$ cat src/rtl/switch_pkg.sv
// Shared types for the 3-port switch: destination encoding, ingress FSM states
// and the routability test applied to every incoming word.
package switch_pkg;

    localparam int DATA_W = 8;

    typedef enum logic [1:0] {
        DEST_NONE = 2'b00,
        DEST_P1   = 2'b01,
        DEST_P2   = 2'b10,
        DEST_P3   = 2'b11
    } dest_t;

    typedef enum logic {
        ING_EMPTY = 1'b0,
        ING_HOLD  = 1'b1
    } ingress_state_t;

    // Destination 00 has no output port behind it.
    function automatic logic dest_valid(input logic [1:0] dest);
        return dest_t'(dest) != DEST_NONE;
    endfunction

endpackage

$ cat src/rtl/ingress_writer_if.sv
// Port-side word stream plus the input-FIFO write side of one ingress port.
interface ingress_writer_if
    import switch_pkg::*;
#(
    parameter int DATA_W = switch_pkg::DATA_W
) ();

    logic [DATA_W-1:0] in_data;
    logic              in_valid;
    logic              in_ready;
    logic              fifo_full;
    logic [DATA_W-1:0] fifo_data;
    logic              fifo_wrreq;

    modport master (
        output in_data, in_valid, fifo_full,
        input  in_ready, fifo_data, fifo_wrreq
    );

    modport slave (
        input  in_data, in_valid, fifo_full,
        output in_ready, fifo_data, fifo_wrreq
    );

endinterface

$ cat src/rtl/sat_counter.sv
// Event counter that sticks at all-ones instead of wrapping.
module sat_counter #(
    parameter int W = 16
) (
    input  logic         clk,
    input  logic         reset_n,
    input  logic         inc,
    output logic [W-1:0] count
);

    always_ff @(posedge clk or negedge reset_n) begin
        if (!reset_n) begin
            count <= '0;
        end else if (inc && (count != '1)) begin
            count <= count + 1'b1;
        end
    end

endmodule

$ cat src/rtl/ingress_writer.sv
// One-word ingress stage: filters unroutable words, forwards the rest into the
// port's input FIFO and gives up on a word that stays blocked by fifo_full.
module ingress_writer
    import switch_pkg::*;
#(
    parameter int DATA_W    = switch_pkg::DATA_W,
    parameter int CNT_W     = 16,
    parameter int STALL_MAX = 64
) (
    input  logic             clk,
    input  logic             reset_n,
    ingress_writer_if.slave  bus,
    output logic [CNT_W-1:0] accept_cnt,
    output logic [CNT_W-1:0] drop_cnt,
    output logic [CNT_W-1:0] timeout_cnt,
    output logic             stalled
);

    localparam int SW = (STALL_MAX > 1) ? $clog2(STALL_MAX) : 1;
    localparam logic [SW-1:0] STALL_LAST = SW'((STALL_MAX > 0) ? (STALL_MAX - 1) : 0);
    localparam logic TIMEOUT_ON = (STALL_MAX != 0);

    ingress_state_t    state;
    logic [DATA_W-1:0] hold_q;
    logic [SW-1:0]     stall_cnt;

    logic capture;
    logic route_ok;
    logic load;
    logic write;
    logic timeout;

    assign bus.in_ready   = (state == ING_EMPTY) || !bus.fifo_full;
    assign capture        = bus.in_valid && bus.in_ready;
    assign route_ok       = dest_valid(bus.in_data[1:0]);
    assign load           = capture && route_ok;
    assign write          = (state == ING_HOLD) && !bus.fifo_full;
    assign stalled        = (state == ING_HOLD) && bus.fifo_full;
    assign timeout        = stalled && TIMEOUT_ON && (stall_cnt == STALL_LAST);
    assign bus.fifo_wrreq = write;
    assign bus.fifo_data  = hold_q;

    // A load can only happen in HOLD when the held word is written on the same
    // edge, so taking the new word always wins over going back to EMPTY.
    always_ff @(posedge clk or negedge reset_n) begin
        if (!reset_n) begin
            state     <= ING_EMPTY;
            hold_q    <= '0;
            stall_cnt <= '0;
        end else if (load) begin
            state     <= ING_HOLD;
            hold_q    <= bus.in_data;
            stall_cnt <= '0;
        end else if (write || timeout) begin
            state     <= ING_EMPTY;
            stall_cnt <= '0;
        end else if (stalled && TIMEOUT_ON) begin
            stall_cnt <= stall_cnt + 1'b1;
        end
    end

    sat_counter #(.W(CNT_W)) u_accept_cnt (
        .clk     (clk),
        .reset_n (reset_n),
        .inc     (write),
        .count   (accept_cnt)
    );

    sat_counter #(.W(CNT_W)) u_drop_cnt (
        .clk     (clk),
        .reset_n (reset_n),
        .inc     (capture && !route_ok),
        .count   (drop_cnt)
    );

    sat_counter #(.W(CNT_W)) u_timeout_cnt (
        .clk     (clk),
        .reset_n (reset_n),
        .inc     (timeout),
        .count   (timeout_cnt)
    );

endmodule

$ cat src/flat_wrapper.sv
// flat-port wrapper written by rule: the top's interface ports become plain ports
module ingress_writer_flat import switch_pkg::*;
#(
    parameter int DATA_W    = switch_pkg::DATA_W,
    parameter int CNT_W     = 16,
    parameter int STALL_MAX = 64
)
  (clk, reset_n, accept_cnt, drop_cnt, timeout_cnt, stalled, bus_in_data, bus_in_valid, bus_fifo_full, bus_in_ready, bus_fifo_data, bus_fifo_wrreq);
  ingress_writer_if #(.DATA_W(DATA_W)) bus_i ();
  input  logic clk;
  input  logic reset_n;
  output logic [CNT_W-1:0] accept_cnt;
  output logic [CNT_W-1:0] drop_cnt;
  output logic [CNT_W-1:0] timeout_cnt;
  output logic stalled;
  input wire logic [$bits(bus_i.in_data)-1:0] bus_in_data;
  input wire logic [$bits(bus_i.in_valid)-1:0] bus_in_valid;
  input wire logic [$bits(bus_i.fifo_full)-1:0] bus_fifo_full;
  output wire logic [$bits(bus_i.in_ready)-1:0] bus_in_ready;
  output wire logic [$bits(bus_i.fifo_data)-1:0] bus_fifo_data;
  output wire logic [$bits(bus_i.fifo_wrreq)-1:0] bus_fifo_wrreq;
  assign bus_i.in_data = bus_in_data;
  assign bus_i.in_valid = bus_in_valid;
  assign bus_i.fifo_full = bus_fifo_full;
  assign bus_in_ready = bus_i.in_ready;
  assign bus_fifo_data = bus_i.fifo_data;
  assign bus_fifo_wrreq = bus_i.fifo_wrreq;
  ingress_writer #(.DATA_W(DATA_W), .CNT_W(CNT_W), .STALL_MAX(STALL_MAX)) u_core (.clk(clk), .reset_n(reset_n), .bus(bus_i), .accept_cnt(accept_cnt), .drop_cnt(drop_cnt), .timeout_cnt(timeout_cnt), .stalled(stalled));
endmodule
$ cat config.mk
export PLATFORM = sky130hd
export DESIGN_NAME = ingress_writer_flat
export DESIGN_NICKNAME = d
export VERILOG_FILES = /design/src/rtl/switch_pkg.sv /design/src/rtl/ingress_writer_if.sv /design/src/rtl/sat_counter.sv /design/src/rtl/ingress_writer.sv /design/src/flat_wrapper.sv
export SDC_FILE = /design/constraint.sdc
export NUM_CORES = 1
export LEC_CHECK = 0
export ABC_AREA = 1
export CORE_UTILIZATION = 40
export CTS_CLUSTER_DIAMETER = 120
export CTS_CLUSTER_SIZE = 14
export DETAILED_ROUTE_END_ITERATION = 7
export GPL_TIMING_DRIVEN = 0
export SYNTH_ARGS = -nofsm -noshare
export SYNTH_HDL_FRONTEND = slang
export SYNTH_HIERARCHICAL = 1
export SYNTH_SLANG_ARGS = --single-unit
$ cat constraint.sdc
create_clock -name clk -period 2.34 [get_ports clk]
set_clock_uncertainty 0.1 [all_clocks]
set_input_delay 0.234 -clock clk [delete_from_list [all_inputs] [get_ports clk]]
set_output_delay 0.234 -clock clk [all_outputs]
set_load 0.01 [all_outputs]
==> impl_metrics.ini, run 1 <==
[clocking]
clk_latency_ps = 340
clock_path_buffers = 2
cts-root-buf = clkbuf_8
cts_buffers = 9
tritoncts = built
htree_num_levels = 3
clk_pin_slew_worst_paths_ps = 70
clock_sinks = 63

[yosys]
synth_cells = 543
synth_area_mm2 = 0.00396
synth.ff_latch_count = 63
yosys_warnings = 6
synthFlopType = dfrtp_1
synthArstFlopShare_pct = 100
synth_fp_nets = 559
synth_cell_types = 24
ys_seq_area_share_pct = 39.8
avgSynthCellArea_um2 = 7.29
synth-edff-count = 0

[pwr]
p_per_area_mw_per_mm2 = 659
ir_worst_vdd_v = 0.000494
power_leakage_nw = 2.31

[global_routing]
grt_antenna_before_repair = 0
grt-ovfl-total = 0
grt_pass1_wl_um = 15500
grt_pass1_vias = 3361
track_usage_pct = 19.4
grt_max_degree = 64

[timing]
finalSetupViolations = 0
finalWorstSetupSlack_ps = 271
hold_viol = 0
fmax_mhz = 483
fin_crit_ps = 2070
relSlewSlack_pct = 45.7
fin_crit_sh_pct = 88.4
worst_pin_slew_ps = 815
slew_violations = 0
grt_setup_unrepaired = false

[die]
core-area_mm2 = 0.00942
rows = 35
fp.dieW_um = 101
initial_utilization_pct = 42.0
die-area_mm2 = 0.0103
io_pins = 71
chipHeight_um = 101

[final_layout]
num-nets-final = 641
post-route-util_pct = 53.7
area_growth_syn_to_layout_pct = 27.7
fillers = 908
drive_gt1_share_pct = 13.5
antennaDiodeCount = 0

[routing]
drt-initial-drc-count = 120
detail-route-antenna-nets = 0
viasPerCell = 4.78
dr_total_vias = 3628
wl_um = 9140
wl_per_cell_um = 12.0
drc_errors = 0
dr.pass1.iters = 4

[critical_path]
rrSetupSlack_ps = 390
required_ps = 2010
worst_setup_path_end_kind = primary output
worstSetupStartpointType = register
max_stage_delay_ps = 610
crit_fanout = 5
worstSetupStartpoint = u_core/state
arrival_ps = 1730
crit_type = reg -> out
rr_startpoint = u_core/stall_cnt[0]
crit_path_top_delay_cell = clkdlybuf4s50_1
cp_cell_sequence = inv_1, nor2_2, clkdlybuf4s50_1

[placement]
pre_cts_slack_ps = 186
gp_congestion = 0.847
place_hpwl_um = 6590
portBuffers = 70

[run]
drv_cap = 0

[min_path]
hold_path.class = in -> reg
min_from = bus_in_data[7]

[status]
status = finished, final reports clean
==> kinds of logic after synthesis <==
group                      share of synthesized area (%)
AOI/OAI and AO/OA                                   4.87
xor gates and xnor gates                            3.98
adders and majority gates                           1.26
buffers and inverters                               6.67
DFF                                                 39.8
and+or+nand+nor                                     43.4
==> critical path: cells and delay by family, from the launching register on <==
kind	cells	cell delay [ps]
and+or+nand+nor	1	320
buffers and inverters	2	700
DFF	1	370
==> report_power, final <==
part / switching (mW) / leakage, nW / total (mW) / internal, mW
logic: 0.406 / 1.40 / 0.814 / 0.408
registers: 0.187 / 0.789 / 1.42 / 1.23
clock network: 0.440 / 0.114 / 1.10 / 0.658
==> what timing repair did <==
item | CTS | global route
setup buffers | 0 | 0
hold buffers | 1 | 0
endpoints found under the setup margin | 0 | 1
hold endpoints to repair | 63 | 0
resized for setup | 0 | 1
==> sequential cells by signal, summed over array words and instances, names as in the netlist <==
register	flops
u_core/u_timeout_cnt/count	16
u_core/bus.fifo_data	8
u_core/u_drop_cnt/count	16
u_core/stall_cnt	6
u_core/u_accept_cnt/count	16
u_core/state	1
==> worst paths after layout <==
kind                                                 endpoint  depth (start not counted)
worst max-delay path                           bus_fifo_wrreq                          3
worst min-delay path                  u_core/bus.fifo_data[7]                          3
worst max register to register  u_core/u_timeout_cnt/count[6]                         10
worst min register to register        u_core/bus.fifo_data[3]                          2
max in group asynchronous       u_core/u_accept_cnt/count[14]                          2
min in group asynchronous          u_core/u_drop_cnt/count[7]                          2
==> cells in the final DEF (no fill, tap or decap) <==
cell type and n:
a21oi_1 2, and2_4 1, and3_1 1, buf_2 1, buf_4 1, buf_6 6
bufinv_16 2, clkbuf_1 2, clkbuf_8 11, clkdlybuf4s50_1 69, clkinv_2 1, dfrtp_1 63
dlygate4sd3_1 1, ha_1 4, inv_1 46, inv_2 5, nand2_1 227, nand2_2 18
nand2_4 2, nand3_1 25, nand3_4 1, nand4_1 15, nand4_4 3, nor2_1 46
nor2_2 12, nor2_4 15, o21ai_0 22, o21ai_1 4, o21ai_2 6, xnor2_1 15
xor2_1 3
==> stage by stage <==
step / cells / instance area [um2] / hold slack [ps] / setup TNS [ps] / power [mW]
2_1_floorplan: 543 / 3960 / -162 / 0 / 1.85
3_3_place_gp: 742 / 4820 / 357 / -86130 / 2.24
3_5_place_dp: 742 / 4820 / 293 / 0 / 2.25
4_1_cts: 759 / 5050 / 307 / 0 / 3.38
5_1_grt: 759 / 5050 / 316 / 0 / 3.54
6_report: 759 / 5050 / 324 / 0 / 3.33
==> cell type report <==
type / instances / area, um2 / share of cell area, %
timing repair buffer: 71 / 708 / 14.0
sequential: 63 / 1580 / 31.2
buffer: 7 / 72.6 / 1.44
inverter: 51 / 191 / 3.79
clock buffer: 13 / 159 / 3.14
clock inverter: 3 / 65.1 / 1.29
tap: 129 / 161 / 3.19
multi-input combinational: 422 / 2120 / 41.9
==> cell usage after synthesis (3+ instances only) <==
library cell | number | area share, %
nor2_2 | 11 | 1.7
dfrtp_1 | 63 | 40
ha_1 | 4 | 1.3
nand2_1 | 227 | 22
o21ai_1 | 4 | 0.51
nand3_1 | 25 | 3.2
buf_6 | 6 | 1.7
nand4_1 | 15 | 2.4
inv_2 | 5 | 0.47
nor2_1 | 47 | 4.5
xor2_1 | 3 | 0.66
inv_1 | 46 | 4.4
o21ai_0 | 22 | 2.8
nand4_4 | 3 | 1.6
o21ai_2 | 6 | 1.3
xnor2_1 | 15 | 3.3
nand2_2 | 18 | 2.8
nor2_4 | 15 | 4.3
==> routing by layer <==
metal | GRT usage (%) | up-vias | wire (um)
met5 | 0 | - | 0
met4 | 7.80 | 0 | 96
met3 | 3.31 | 8 | 358
met2 | 32.5 | 79 | 4330
met1 | 24.8 | 1683 | 4360
li1 | - | 1858 | -
Power figures use the tool's default switching activity.
==> run 2: changes to the inputs <==
--- a/config.mk
+++ b/config.mk
@@ -6,11 +6,13 @@
 export NUM_CORES = 1
 export LEC_CHECK = 0
 export ABC_AREA = 1
-export CORE_UTILIZATION = 40
+export CORE_ASPECT_RATIO = 1.75
+export CORE_UTILIZATION = 53
 export CTS_CLUSTER_DIAMETER = 120
 export CTS_CLUSTER_SIZE = 14
 export DETAILED_ROUTE_END_ITERATION = 7
 export GPL_TIMING_DRIVEN = 0
+export PLACE_DENSITY = 0.8
 export SYNTH_ARGS = -nofsm -noshare
 export SYNTH_HDL_FRONTEND = slang
 export SYNTH_HIERARCHICAL = 1
==> constraint.sdc (replaced) <==
create_clock -name clk -period 2.34 [get_ports clk]
set_clock_uncertainty 0.1 [all_clocks]
set_input_delay 0.234 -clock clk [delete_from_list [all_inputs] [get_ports clk]]
set_output_delay 0.234 -clock clk [all_outputs]
set_load 0.02 [all_outputs]
==> run 2 against run 1 <==
Hold slack better by 42 ps. Final cell count is 5.9% lower. First-iteration DRC count grew to 2.6 times the previous value. Register-to-register slack worse by 20 ps. Flip-flop and latch count stayed put. Critical endpoint unchanged.
==> impl_metrics.ini, run 2 (same netlist as run 1, synthesis figures left out) <==
[clocking]
clk_latency_ps = 330
cts_buffers = 9
cts-root-buf = clkbuf_16
clk_pin_slew_worst_paths_ps = 50
clock_path_buffers = 2
htree_num_levels = 3
clock_sinks = 63
tritoncts = built

[timing]
relSlewSlack_pct = 45.7
holdWs_ps = 365
hold_viol = 0
slew_violations = 0
fin_crit_sh_pct = 89.3
fin_crit_ps = 2090
finalWorstSetupSlack_ps = 251
fmax_mhz = 479
grt_setup_unrepaired = false
finalSetupViolations = 0
setup_tns_ps = 0
worst_pin_slew_ps = 814

[critical_path]
worstSetupStartpoint = u_core/state
crit_fanout = 5
r2r_cells = 12
worst_setup_path_end_kind = primary output
crit_type = reg -> out
arrival_ps = 1750
worstSetupStartpointType = register
rrSetupSlack_ps = 370
required_ps = 2010
rr_startpoint = u_core/stall_cnt[0]
r2r_end = u_core/u_timeout_cnt/count[15]

[min_path]
hold_path.class = in -> reg
whs_endpoint = u_core/bus.fifo_data[4]
hold_depth = 3
min_from = bus_in_data[4]

[final_layout]
antennaDiodeCount = 0
top_regs = u_core/u_accept_cnt/count: 16 flops, u_core/u_drop_cnt/count: 16 flops, u_core/u_timeout_cnt/count: 16 flops
num-nets-final = 641
post-route-util_pct = 70.0
fillers = 582
instances_no_fill = 714
area_growth_syn_to_layout_pct = 27.9
stdcell_area_mm2 = 0.00506
multiInputGateArea_mm2 = 0.00212
layout_commonest_cell = nand2_1
mostFrequentLayoutCells = nand2_1 (227), clkdlybuf4s50_1 (69), dfrtp_1 (63), inv_1 (46), nor2_1 (46)
drive_gt1_share_pct = 13.4
seqCellArea_mm2 = 0.00158

[routing]
drt-initial-drc-count = 314
detail-route-antenna-nets = 0
wl_um = 9980
dr_total_vias = 3795
viasPerCell = 5.32
wl_per_cell_um = 14.0
drc_errors = 0
dr.pass1.iters = 4

[die]
rows = 41
io_pins = 71
core-area_mm2 = 0.00723
initial_utilization_pct = 54.7
die-area_mm2 = 0.00783
chipHeight_um = 116
fp.dieW_um = 67.3

[global_routing]
grt_pass1_vias = 3701
grt_pass1_wl_um = 16200
track_usage_pct = 27.5
grt-ovfl-total = 0
grt_max_degree = 64
grt_antenna_before_repair = 0

[status]
status = finished, final reports clean

[placement]
place_hpwl_um = 7280
placed_area_mm2 = 0.00476
portBuffers = 70
place_inst = 699
pre_cts_slack_ps = 146
gp_congestion = 0.915

[pwr]
power.total_mw = 3.62
p_per_area_mw_per_mm2 = 716
power_leakage_nw = 2.33
ir_worst_vdd_v = 0.000642

[run]
drv_cap = 0
[run 2: worst max-delay path, stage by stage (launching register included)]
cell and delay [ps]:
dfrtp_1 360, inv_1 90, nor2_2 290, clkdlybuf4s50_1 690
[run 2: area by class of cell]
type	instances	share of cell area, %
tap	86	2.13
multi-input combinational	422	41.9
timing repair buffer	71	14.0
clock buffer	14	5.61
buffer	7	1.43
sequential	63	31.2
inverter	51	3.78
[run 2: per-layer routing]
metal	vias up	share of wire [%]	GRT usage, %
met5	-	0	0
met2	108	55	51.3
met1	1790	38	27.0
met4	0	3.8	16.5
li1	1862	-	-
met3	35	3.2	4.98
[run 2: timing repair]
action | in CTS | in global routing
buffers inserted | 0 | 0
endpoints found under the setup margin | 0 | 1
resized for setup | 0 | 1
endpoints found under the hold margin | 63 | 0
hold buffers | 1 | 0
[run 2: worst max path at each step]
stage,slack (ps),to
2_1_floorplan,540,u_core/u_accept_cnt/count[15]
3_3_place_gp,-1180,u_core/u_accept_cnt/count[14]
3_5_place_dp,150,bus_fifo_wrreq
4_1_cts,70,bus_fifo_wrreq
5_1_grt,140,u_core/u_timeout_cnt/count[15]
6_report,250,bus_fifo_wrreq
[run 2: power breakdown]
part / internal, mW / switching, mW / leakage [nW] / total (mW)
registers: 1.24 / 0.199 / 0.789 / 1.43
clock network: 0.820 / 0.438 / 0.141 / 1.26
logic: 0.408 / 0.521 / 1.40 / 0.929
